`config.mk`:
```
export PLATFORM = sky130hd
export DESIGN_NAME = apb_timer
export DESIGN_NICKNAME = d
export VERILOG_FILES = /design/src/rtl/apb_timer.sv
export SDC_FILE = /design/constraint.sdc
export NUM_CORES = 1
export LEC_CHECK = 0
export CELL_PAD_IN_SITES_DETAIL_PLACEMENT = 0
export CELL_PAD_IN_SITES_GLOBAL_PLACEMENT = 1
export CORE_ASPECT_RATIO = 0.9
export CORE_MARGIN = 8
export CORE_UTILIZATION = 42
export CTS_BUF_LIST = sky130_fd_sc_hd__clkbuf_16
export CTS_CLUSTER_DIAMETER = 120
export DETAILED_ROUTE_END_ITERATION = 10
export HOLD_SLACK_MARGIN = 0.12
export MAX_ROUTING_LAYER = met4
export PLACE_DENSITY_LB_ADDON = 0.1
export SYNTH_ARGS = -nofsm -noshare
export SYNTH_HDL_FRONTEND = slang
export SYNTH_SLANG_ARGS = --single-unit
```
`constraint.sdc`:
```
create_clock -name PCLK -period 7.7 [get_ports PCLK]
set_input_delay 0.77 -clock PCLK [delete_from_list [all_inputs] [get_ports PCLK]]
set_output_delay 0.77 -clock PCLK [all_outputs]
set_load 0.05 [all_outputs]
```
`src/rtl/apb_timer.sv`:
```
// APB slave timer: four memory-mapped registers and a prescaled down-counter.
// Raises a level interrupt on underflow and supports one-shot and periodic modes.
module apb_timer #(
    parameter int ADDR_WIDTH = 32,
    parameter int DATA_WIDTH = 32
) (
    input  logic                  PCLK,
    input  logic                  PRESET,
    input  logic                  PSEL,
    input  logic                  PENABLE,
    input  logic [ADDR_WIDTH-1:0] PADDR,
    input  logic                  PWRITE,
    input  logic [DATA_WIDTH-1:0] PWDATA,
    output logic [DATA_WIDTH-1:0] PRDATA,
    output logic                  IRQ
);

    localparam logic [1:0] ADDR_CTRL   = 2'd0;
    localparam logic [1:0] ADDR_LOAD   = 2'd1;
    localparam logic [1:0] ADDR_VALUE  = 2'd2;
    localparam logic [1:0] ADDR_STATUS = 2'd3;

    localparam logic [DATA_WIDTH-1:0] VALUE_ONE = {{(DATA_WIDTH-1){1'b0}}, 1'b1};

    logic                  r_en;
    logic                  r_periodic;
    logic                  r_ie;
    logic [7:0]            r_prescale;
    logic [DATA_WIDTH-1:0] r_load;
    logic [DATA_WIDTH-1:0] r_value;
    logic                  r_pend;
    logic [7:0]            r_pcnt;

    logic [1:0] w_addr;
    logic       w_wr;
    logic       w_wrCtrl;
    logic       w_wrLoad;
    logic       w_wrStatus;
    logic       w_tick;
    logic       w_underflow;
    logic       w_enNext;
    logic       w_unusedAddr;

    assign w_addr       = PADDR[3:2];
    assign w_unusedAddr = ^{PADDR[ADDR_WIDTH-1:4], PADDR[1:0]};

    assign w_wr        = PSEL & PENABLE & PWRITE;
    assign w_wrCtrl    = w_wr & (w_addr == ADDR_CTRL);
    assign w_wrLoad    = w_wr & (w_addr == ADDR_LOAD);
    assign w_wrStatus  = w_wr & (w_addr == ADDR_STATUS);

    assign w_tick      = r_en & (r_pcnt == r_prescale);
    assign w_underflow = w_tick & (r_value == '0);

    // A CTRL write beats the one-shot auto-stop on the same edge.
    always_comb begin
        w_enNext = r_en;
        if (w_wrCtrl) begin
            w_enNext = PWDATA[0];
        end else if (w_underflow && !r_periodic) begin
            w_enNext = 1'b0;
        end
    end

    always_ff @(posedge PCLK or posedge PRESET) begin
        if (PRESET) begin
            r_en       <= 1'b0;
            r_periodic <= 1'b0;
            r_ie       <= 1'b0;
            r_prescale <= 8'd0;
            r_load     <= '0;
        end else begin
            r_en <= w_enNext;
            if (w_wrCtrl) begin
                r_periodic <= PWDATA[1];
                r_ie       <= PWDATA[2];
                r_prescale <= PWDATA[15:8];
            end
            if (w_wrLoad) begin
                r_load <= PWDATA;
            end
        end
    end

    // Prescaler restarts from zero on LOAD writes and whenever counting is off.
    always_ff @(posedge PCLK or posedge PRESET) begin
        if (PRESET) begin
            r_pcnt <= 8'd0;
        end else if (w_wrLoad || !r_en || !w_enNext || w_tick) begin
            r_pcnt <= 8'd0;
        end else begin
            r_pcnt <= r_pcnt + 8'd1;
        end
    end

    always_ff @(posedge PCLK or posedge PRESET) begin
        if (PRESET) begin
            r_value <= '0;
        end else if (w_wrLoad) begin
            r_value <= PWDATA;
        end else if (w_tick) begin
            if (r_value != '0) begin
                r_value <= r_value - VALUE_ONE;
            end else if (r_periodic) begin
                r_value <= r_load;
            end else begin
                r_value <= '0;
            end
        end
    end

    // Underflow set has priority over a same-edge write-1-to-clear.
    always_ff @(posedge PCLK or posedge PRESET) begin
        if (PRESET) begin
            r_pend <= 1'b0;
        end else if (w_underflow) begin
            r_pend <= 1'b1;
        end else if (w_wrStatus && PWDATA[0]) begin
            r_pend <= 1'b0;
        end
    end

    always_comb begin
        PRDATA = '0;
        if (PSEL && !PWRITE) begin
            case (w_addr)
                ADDR_CTRL: begin
                    PRDATA[0]    = r_en;
                    PRDATA[1]    = r_periodic;
                    PRDATA[2]    = r_ie;
                    PRDATA[15:8] = r_prescale;
                end
                ADDR_LOAD:   PRDATA = r_load;
                ADDR_VALUE:  PRDATA = r_value;
                ADDR_STATUS: PRDATA[0] = r_pend;
                default:     PRDATA = '0;
            endcase
        end
    end

    assign IRQ = r_pend & r_ie;

endmodule

```
==> impl_metrics.yaml <==
run_status:
  status: "finished, final reports clean"
worst_setup_path:
  rr_endpoint: "r_value[3]"
  cp-end-kind: "output pin"
  r2r_cells: 7
  cp_data_arrival_time_ns: 3.55
  worstPathMaxFanout: 21
  path_class: "input pin to output pin"
  r2r_setup_slack_ns: 4.48
  startpoint: "PADDR[2]"
  critPathLaunchType: "input pin"
  cp.required_ns: 6.93
  reg2reg_from: "r_value[16]"
worst_hold_path:
  min_to: "r_load[0]"
  hp-start: "r_load[0]"
  min_path_cells: 2
  hold_class: "flip-flop to flip-flop"
cts:
  clockBufferDepth: 2
  cts_sinks: 84
  cts_root_buffer: "clkbuf_16"
  numCtsBuffers: 9
  tritoncts: "built"
  clk_latency_ns: 0.35
  ctsHoldBuffers: 0
  post_cts_buffers: 0
  htree_levels: 3
  clkTransAtPathRegs_ns: 0.06
  cts_resized: 0
synth:
  syn_area_per_cell_um2: 8.43
  synth_seq_area_share: 0.398
  yosysMostFrequentCell: "nand2_1"
  synth_top_area_frac: 0.398
  synthArstFlopShare: 1.00
  ys.flop_type: "dfrtp_1"
  synth_edf_count: 0
  ys_types: 56
  ys_warn_count: 0
  synth_area_leaders: "dfrtp_1, nand2_1, nor2_1, a22oi_1, xnor2_1"
  ys_ff_latch: 84
  syn_nets: 705
  synthCells: 627
  syn_area_um2: 5290
  yosysTopAreaCell: "dfrtp_1"
  synth_common_cells: "nand2_1, dfrtp_1, nor2_1"
layout:
  diodes: 0
  final_layout_size_suffix_gt1_frac: 0.0768
  utilization: 0.506
  syn2layout_area_growth_pct: 19.6
  final_nets: 751
global_routing:
  grt_util_met3: 0.0466
  grt_use_met2: 0.308
  grt_max_degree: 84
  grt_pass1_vias: 4855
  grt_usage: 0.209
  grt_busiest_layer: "met2"
  grt_antenna_before_repair: 0
  grt_pass1_wl_um: 26400
  use_met1: 0.283
  grt_overflow_total: 0
route:
  wirelength_um: 16500
  route.detailed.drc: 0
  drtIter0Drc: 417
  dr.pass1.iters: 5
  via_per_inst: 5.92
  num_vias: 4978
  drtAntennaViolNets: 0
  avgRoutedWirePerCell_um: 19.6
power:
  power.density_nw_per_um2: 231
  p_leak_nw: 2.48
  ir_worst_vdd_mv: 0.121
die:
  die_area_um2: 16400
  dieHeight_um: 122
  core_um2: 12500
  die_x_um: 134
  ios: 102
  rows: 39
  start_util: 0.423
timing:
  setup_violations: 0
  skew_ns: 0.00700
  whs_ns: 0.497
  setup_tns_ns: 0
  period_needed_ns: 4.32
  max_slew_margin: 0.246
  drv_slew: 0
  finalHoldViolations: 0
  fin_crit_sh: 0.561
  rsz0062_at_grt: "false"
  timing.fmax_mhz: 232
  worst_pin_slew_ns: 1.13
placement:
  io_buffers: 71
  gp_congestion: 0.816
  dp_hpwl_um: 10900
flow_run:
  maxCapViolCount: 0
==> per-stage QoR <==
stage	std cells	total power, W	instance area (um^2)	worst slack [ns]
6_report	841	0.00146	6320	3.38
5_1_grt	841	0.00155	6320	3.19
4_1_cts	841	0.00147	6320	3.25
3_5_place_dp	826	0.00108	6070	3.25
3_3_place_gp	826	0.00106	6070	3.44
2_1_floorplan	627	0.000941	5290	4.39
==> critical path, cell delays in order <==
cell,delay (ns)
clkdlybuf4s50_1,0.54
inv_1,0.11
ha_1,0.29
nand3b_1,0.63
nor2_1,0.34
clkdlybuf4s50_1,0.84
==> cell usage in the layout, fill, tap and decap left out, types with 4 or more instances in the layout <==
master           Yosys  final
nor4_1              14     13
mux2_2               5      5
a21o_1               6      6
o21ai_0             27     27
dfrtp_1             84     84
a21oi_1             24     24
nand3_1             15     15
a211oi_1             6      6
a22oi_1             21     21
and2_1              12     12
a222oi_1            11     11
a2bb2oi_1            6      6
xnor2_1             17     17
or2_2                5      5
o221ai_1             4      4
xor2_1               6      6
clkdlybuf4s50_1      0     71
or4_1                5      5
inv_1               21     22
a221oi_2             9      9
o2bb2ai_1            5      5
ha_1                 9      8
a221oi_1             5      5
clkbuf_16            0      9
nor2_1              81     80
a2111oi_0            6      6
buf_4                1     10
or3_1               10     10
nor3_1              20     20
nand4_1              5      5
nand2_1            101    101
==> sequential cells by signal, summed over array words and instances, names as in the netlist <==
signal      cells
r_load         32
r_value        32
r_pcnt          8
r_prescale      8
r_en            1
r_ie            1
r_pend          1
r_periodic      1
==> logic make-up after synthesis <==
family,after synthesis,synth area share
mux,5,0.0107
xor+xnor,23,0.0381
fa+ha+maj,9,0.0213
buf+inv,67,0.0570
flops,84,0.398
simple gates,292,0.267
compound gates,147,0.208
==> power breakdown <==
group | switching, W | internal, W | leakage, nW
Sequential | 0.000166 | 0.000550 | 1.02
Combinational | 0.000190 | 0.000169 | 1.33
Clock | 0.000177 | 0.000211 | 0.133
Total | 0.000532 | 0.000930 | 2.48
==> per-layer routing <==
layer,part of all wire,up-vias
li1,-,2346
met1,0.47,2462
met2,0.45,154
met3,0.061,16
met4,0.012,0
met5,0,-
==> how the worst max path moves through the flow <==
stage	to	slack [ns]	depth (start not counted)
finish	PRDATA[7]	3.38	6
global route	PRDATA[7]	3.19	6
CTS	PRDATA[7]	3.25	6
detailed placement	PRDATA[7]	3.25	6
global placement	PRDATA[0]	3.44	8
floorplan	PRDATA[0]	4.39	7
==> cell type report <==
type                            instances  area (um^2)
Sequential cell                        84         2100
Timing Repair Buffer                   81          786
Fill cell                            1230         6170
Inverter                               21         80.1
Clock buffer                            9          225
Multi-Input combinational cell        476         2900
Clock inverter                          6         25.0
Tap cell                              164          205
Note: power is estimated with default switching activity, not from simulation.
